--- src/rtl/ps2_keycode_rx.sv ---
// PS/2 keyboard receiver: sync, clock filter, frame FSM, make/break decoder.
// Optional parity checking: define PS2_PARITY_CHK_EN.
module ps2_keycode_rx #(
  parameter int FILT_LEN    = 8,
  parameter int TIMEOUT_CYC = 50000
) (
  input  logic       clk,
  input  logic       rst,
  input  logic       ps2_clk,
  input  logic       ps2_data,
  output logic [7:0] keycode,
  output logic       key_ext,
  output logic       key_valid,
  output logic       frame_err
);

  localparam int FW = $clog2(FILT_LEN + 1);
  localparam int TW = $clog2(TIMEOUT_CYC + 1);
  localparam logic [FW-1:0] FILT_LAST = FW'(FILT_LEN - 1);
  localparam logic [TW-1:0] TMO_LAST  = TW'(TIMEOUT_CYC - 1);

  typedef enum logic [1:0] {
    IDLE,
    DATA,
    PARITY,
    STOP
  } state_t;

  logic          clk_s1, clk_s2;
  logic          dat_s1, dat_s2;
  logic          filt_clk, filt_prev;
  logic [FW-1:0] filt_cnt;
  logic          fall;

  state_t        state;
  logic [2:0]    bit_cnt;
  logic [7:0]    shreg;
  logic          par_bit;
  logic          par_ok;
  logic [TW-1:0] to_cnt;
  logic          byte_vld;

  logic          pend_ext;
  logic          pend_brk;

  // Two-flop synchronizers on both raw PS/2 pins
  always_ff @(posedge clk) begin
    if (rst) begin
      clk_s1 <= 1'b1;
      clk_s2 <= 1'b1;
      dat_s1 <= 1'b1;
      dat_s2 <= 1'b1;
    end else begin
      clk_s1 <= ps2_clk;
      clk_s2 <= clk_s1;
      dat_s1 <= ps2_data;
      dat_s2 <= dat_s1;
    end
  end

  // Accept a new clock level only after FILT_LEN identical samples
  always_ff @(posedge clk) begin
    if (rst) begin
      filt_clk  <= 1'b1;
      filt_prev <= 1'b1;
      filt_cnt  <= '0;
    end else begin
      filt_prev <= filt_clk;
      if (clk_s2 == filt_clk) begin
        filt_cnt <= '0;
      end else if (filt_cnt == FILT_LAST) begin
        filt_clk <= clk_s2;
        filt_cnt <= '0;
      end else begin
        filt_cnt <= filt_cnt + 1'b1;
      end
    end
  end

  assign fall = filt_prev & ~filt_clk;

`ifdef PS2_PARITY_CHK_EN
  assign par_ok = ^{shreg, par_bit};
`else
  // Parity bit is captured but never rejects a frame
  assign par_ok = par_bit | ~par_bit;
`endif

  // Frame FSM, one step per filtered falling edge, with stall timeout
  always_ff @(posedge clk) begin
    if (rst) begin
      state     <= IDLE;
      bit_cnt   <= '0;
      shreg     <= '0;
      par_bit   <= 1'b0;
      to_cnt    <= '0;
      byte_vld  <= 1'b0;
      frame_err <= 1'b0;
    end else begin
      byte_vld  <= 1'b0;
      frame_err <= 1'b0;
      if (fall) begin
        to_cnt <= '0;
        unique case (state)
          IDLE: begin
            if (!dat_s2) begin
              state   <= DATA;
              bit_cnt <= '0;
            end
          end
          DATA: begin
            shreg   <= {dat_s2, shreg[7:1]};
            bit_cnt <= bit_cnt + 1'b1;
            if (bit_cnt == 3'd7)
              state <= PARITY;
          end
          PARITY: begin
            par_bit <= dat_s2;
            state   <= STOP;
          end
          STOP: begin
            state <= IDLE;
            if (dat_s2 && par_ok)
              byte_vld <= 1'b1;
            else
              frame_err <= 1'b1;
          end
          default: state <= IDLE;
        endcase
      end else if (state == IDLE) begin
        to_cnt <= '0;
      end else if (to_cnt == TMO_LAST) begin
        state     <= IDLE;
        to_cnt    <= '0;
        frame_err <= 1'b1;
      end else begin
        to_cnt <= to_cnt + 1'b1;
      end
    end
  end

  // Make/break decoder fed by accepted bytes
  always_ff @(posedge clk) begin
    if (rst) begin
      keycode   <= 8'h00;
      key_ext   <= 1'b0;
      key_valid <= 1'b0;
      pend_ext  <= 1'b0;
      pend_brk  <= 1'b0;
    end else begin
      key_valid <= 1'b0;
      if (byte_vld) begin
        if (shreg == 8'hE0) begin
          pend_ext <= 1'b1;
        end else if (shreg == 8'hF0) begin
          pend_brk <= 1'b1;
        end else begin
          pend_ext <= 1'b0;
          pend_brk <= 1'b0;
          if (pend_brk) begin
            if (shreg == keycode && pend_ext == key_ext) begin
              keycode <= 8'h00;
              key_ext <= 1'b0;
            end
          end else begin
            keycode   <= shreg;
            key_ext   <= pend_ext;
            key_valid <= 1'b1;
          end
        end
      end
    end
  end

endmodule

--- config.mk ---
export PLATFORM = sky130hd
export DESIGN_NAME = ps2_keycode_rx
export DESIGN_NICKNAME = d
export VERILOG_FILES = /design/src/rtl/ps2_keycode_rx.sv
export SDC_FILE = /design/constraint.sdc
export NUM_CORES = 1
export LEC_CHECK = 0
export CORE_ASPECT_RATIO = 1.5
export CORE_UTILIZATION = 58
export CTS_CLUSTER_DIAMETER = 40
export DETAILED_ROUTE_END_ITERATION = 7
export PLACE_DENSITY_LB_ADDON = 0.1
export REMOVE_ABC_BUFFERS = 1
export SLEW_MARGIN = 20
export SYNTH_ARGS = -nofsm -noshare
export SYNTH_HDL_FRONTEND = slang
export SYNTH_SLANG_ARGS = --single-unit
export TNS_END_PERCENT = 50
--- constraint.sdc ---
create_clock -name clk -period 2.3 [get_ports clk]
set_input_delay 0.46 -clock clk [delete_from_list [all_inputs] [get_ports clk]]
set_output_delay 0.46 -clock clk [all_outputs]
set_load 0.05 [all_outputs]
==> flow_summary.ini <==
[outcome]
status = complete, no violations

[layout]
nets = 281
drive_gt1_share_pct = 9.67
n_fill_cell = 332
final_common_cell = dfxtp_1
mostFrequentLayoutCells = 53 x dfxtp_1, 25 x nor2_1, 21 x nand2_1
final_cells = 314
syn_to_final_growth_pct = 11.5
antenna_cells = 0

[cts]
cts-resized-gates = 0
cts.sinks = 53
insertion_delay_ns = 0.30
cts_hold_buf = 0
post_cts_buffers = 0
cts-root-buf = clkbuf_8
clk_transition_reported_paths_ns = 0.09
cts_made_buffers = 5
cts_tree = done
clockBufferDepth = 2
h-tree-depth = 2

[critical_path]
r2r_start = to_cnt[0]$_SDFF_PP0_
max_stage_delay_ns = 0.82
endpoint_kind = output pin
cp_max_fo = 3
crit_family = buffers and inverters
start_kind = flop
worstPathCellList = clkdlybuf4s50_1
critPathBufInv = 1
critical_path_arrival_ns = 1.50
r2r-end = state[0]$_SDFFE_PP0P_
crit_required_ns = 1.84
criticalPathCategory = reg -> out
worstRegToRegCells = 5
r2r_slack_ns = 0.37
crit_slowest_cell = clkdlybuf4s50_1

[synth]
yosysWarningCount = 0
netlist_instances = 252
yosys.area_share.simple_pct = 27.0
synthAdderAreaFrac_pct = 4.77
synth_top_family_by_area = simple AND/OR/NAND/NOR gates
syn_area_per_cell_um2 = 9.37
synth.distinct_cells = 39
synth_compound_gate_area_share_pct = 10.1
synthMuxAreaShare_pct = 1.32
ys_seq_area_share_pct = 44.9
synth-xor-area-share_pct = 8.90
syn_area_um2 = 2360
synth-seq-cells = 53

[placed_design]
place.gp.congestion = 0.746
place_hpwl_um = 2980
dp.cells = 306
port_buffers = 14

[worst_hold_path]
hp-start = clk_s1$_SDFF_PP1_
hp-class = reg -> reg
worst_hold_path.endpoint = clk_s2$_SDFF_PP1_
min_path_cells = 1

[pwr]
pwr_density_cell_nw_per_um2 = 546
vdd_drop_max_mv = 0.432
p_leak_nw = 0.877

[job]
drv_cap = 0

[grt]
grt_pass1_vias = 1572
gr-usage-all-layers_pct = 20.7
grt_overflow = 0
grt_first_pass_wirelength_um = 6690
antenna_found_initial = 0
grt_max_degree = 38

[floorplan]
start_util_pct = 60.2
die_area_um2 = 4340
rows = 28
io_pins = 15
die_w_um = 54.1
core-area_um2 = 3920
die_height_um = 80.2

[detailed_routing]
drt_pass1_iterations = 4
ant_nets = 0
drc = 0
drt-vias-per-instance = 5.54
wl_per_cell_um = 13.1
drt_iter0_markers = 23
vias = 1740
wirelength_um = 4120

[timing]
setup_tns_ns = 0
slew_viol_final = 0
clock.fmax_mhz = 510
worst_pin_slew_ns = 0.498
clock_skew_ns = 0.00515
finalCritPeriodShare_pct = 85.3
fin_crit_ns = 1.96
rsz0062_at_grt = false
setup_viol_count_final = 0
hold_viol_final = 0
relSlewSlack_pct = 66.8
## metal layers
layer	up-vias	GRT usage, %	routed length, um
met5	-	0	0
met1	809	21.7	1760
met4	0	6.41	40
met3	5	3.98	81
li1	911	-	-
met2	15	39.1	2240
## report_power, final
part / internal [mW] / switching (mW)
clock: 0.212 / 0.281
sequential: 0.920 / 0.00226
combinational: 0.0121 / 0.0111
## area by class of cell
type	count	area (um2)	area share [%]
well taps	45	56.3	2.14
multi-input cells	183	1230	46.7
clock inverters	2	10.0	0.380
clock buffers	6	72.6	2.76
flip-flops and latches	53	1060	40.3
repair buffers	20	185	7.03
inverters	5	18.8	0.713
## stage by stage
stage	total power [mW]	setup slack (ns)	cell area [um2]	hold WS [ns]	utilization, %
after CTS	1.45	0.326	2630	0.422	67.1
after floorplan	0.952	0.390	2310	0.389	-
after global routing	1.49	0.200	2630	0.430	67.1
final	1.44	0.338	2630	0.418	67.1
after global placement	0.967	0.344	2550	0.392	65.0
after detailed placement	0.968	0.329	2550	0.396	65.0
## cells by family (layout without fill, tap and decap cells)
| family | count (synthesis) | after routing |
|---|---|---|
| flops | 53 | 53 |
| compound gates | 33 | 33 |
| buf+inv | 16 | 33 |
| simple gates | 114 | 114 |
| xor+xnor | 24 | 24 |
| mux | 3 | 3 |
| fa+ha+maj | 9 | 9 |
## how the worst max path moves through the flow
stage,endpoint,slack [ns],start,depth (start not counted)
floorplan,state[0]$_SDFFE_PP0P_,0.39,filt_clk$_SDFFE_PP1P_,4
global placement,to_cnt[13]$_SDFF_PP0_,0.34,rst,3
CTS,keycode[2],0.33,keycode[2]$_SDFFE_PP0P_,1
finish,keycode[2],0.34,keycode[2]$_SDFFE_PP0P_,1
detailed placement,to_cnt[6]$_SDFF_PP0_,0.33,to_cnt[0]$_SDFF_PP0_,5
global route,to_cnt[7]$_SDFF_PP0_,0.20,to_cnt[0]$_SDFF_PP0_,5
## registers in the layout (all words and copies together) (netlist names), 2 cells and up
name / cells
to_cnt: 16
keycode: 8
shreg: 8
filt_cnt: 4
bit_cnt: 3
state: 2
## cells in the mapped netlist
library cell	number	area (um2)
o2bb2ai_1	9	78.8
mux2i_1	2	20.0
and4_1	2	17.5
nand4_1	6	37.5
or3b_1	1	8.76
nand4_2	1	12.5
o221a_2	1	11.3
nand3b_1	14	105
o211ai_1	1	7.51
nand2b_1	4	25.0
buf_6	1	11.3
o31ai_1	1	7.51
ha_1	9	113
nor3_1	5	25.0
or4_1	1	7.51
nand4bb_1	1	11.3
or3_1	2	12.5
or4_4	1	11.3
a21oi_1	15	75.1
xnor2_1	17	149
nor2_1	25	93.8
clkbuf_1	9	33.8
dfxtp_1	53	1060
nor4_4	1	21.3
a32oi_1	2	17.5
nor4_2	1	12.5
o311ai_4	1	26.3
or2_2	6	37.5
nand3_1	15	75.1
and3_1	3	18.8
buf_4	1	7.51
nor2_2	1	6.26
nor2b_1	1	6.26
o21ai_0	3	15.0
inv_1	5	18.8
xor2_1	7	61.3
nand2_1	21	78.8
nor4_1	2	12.5
mux2_1	1	11.3
Note: power is estimated with default switching activity, not from simulation.
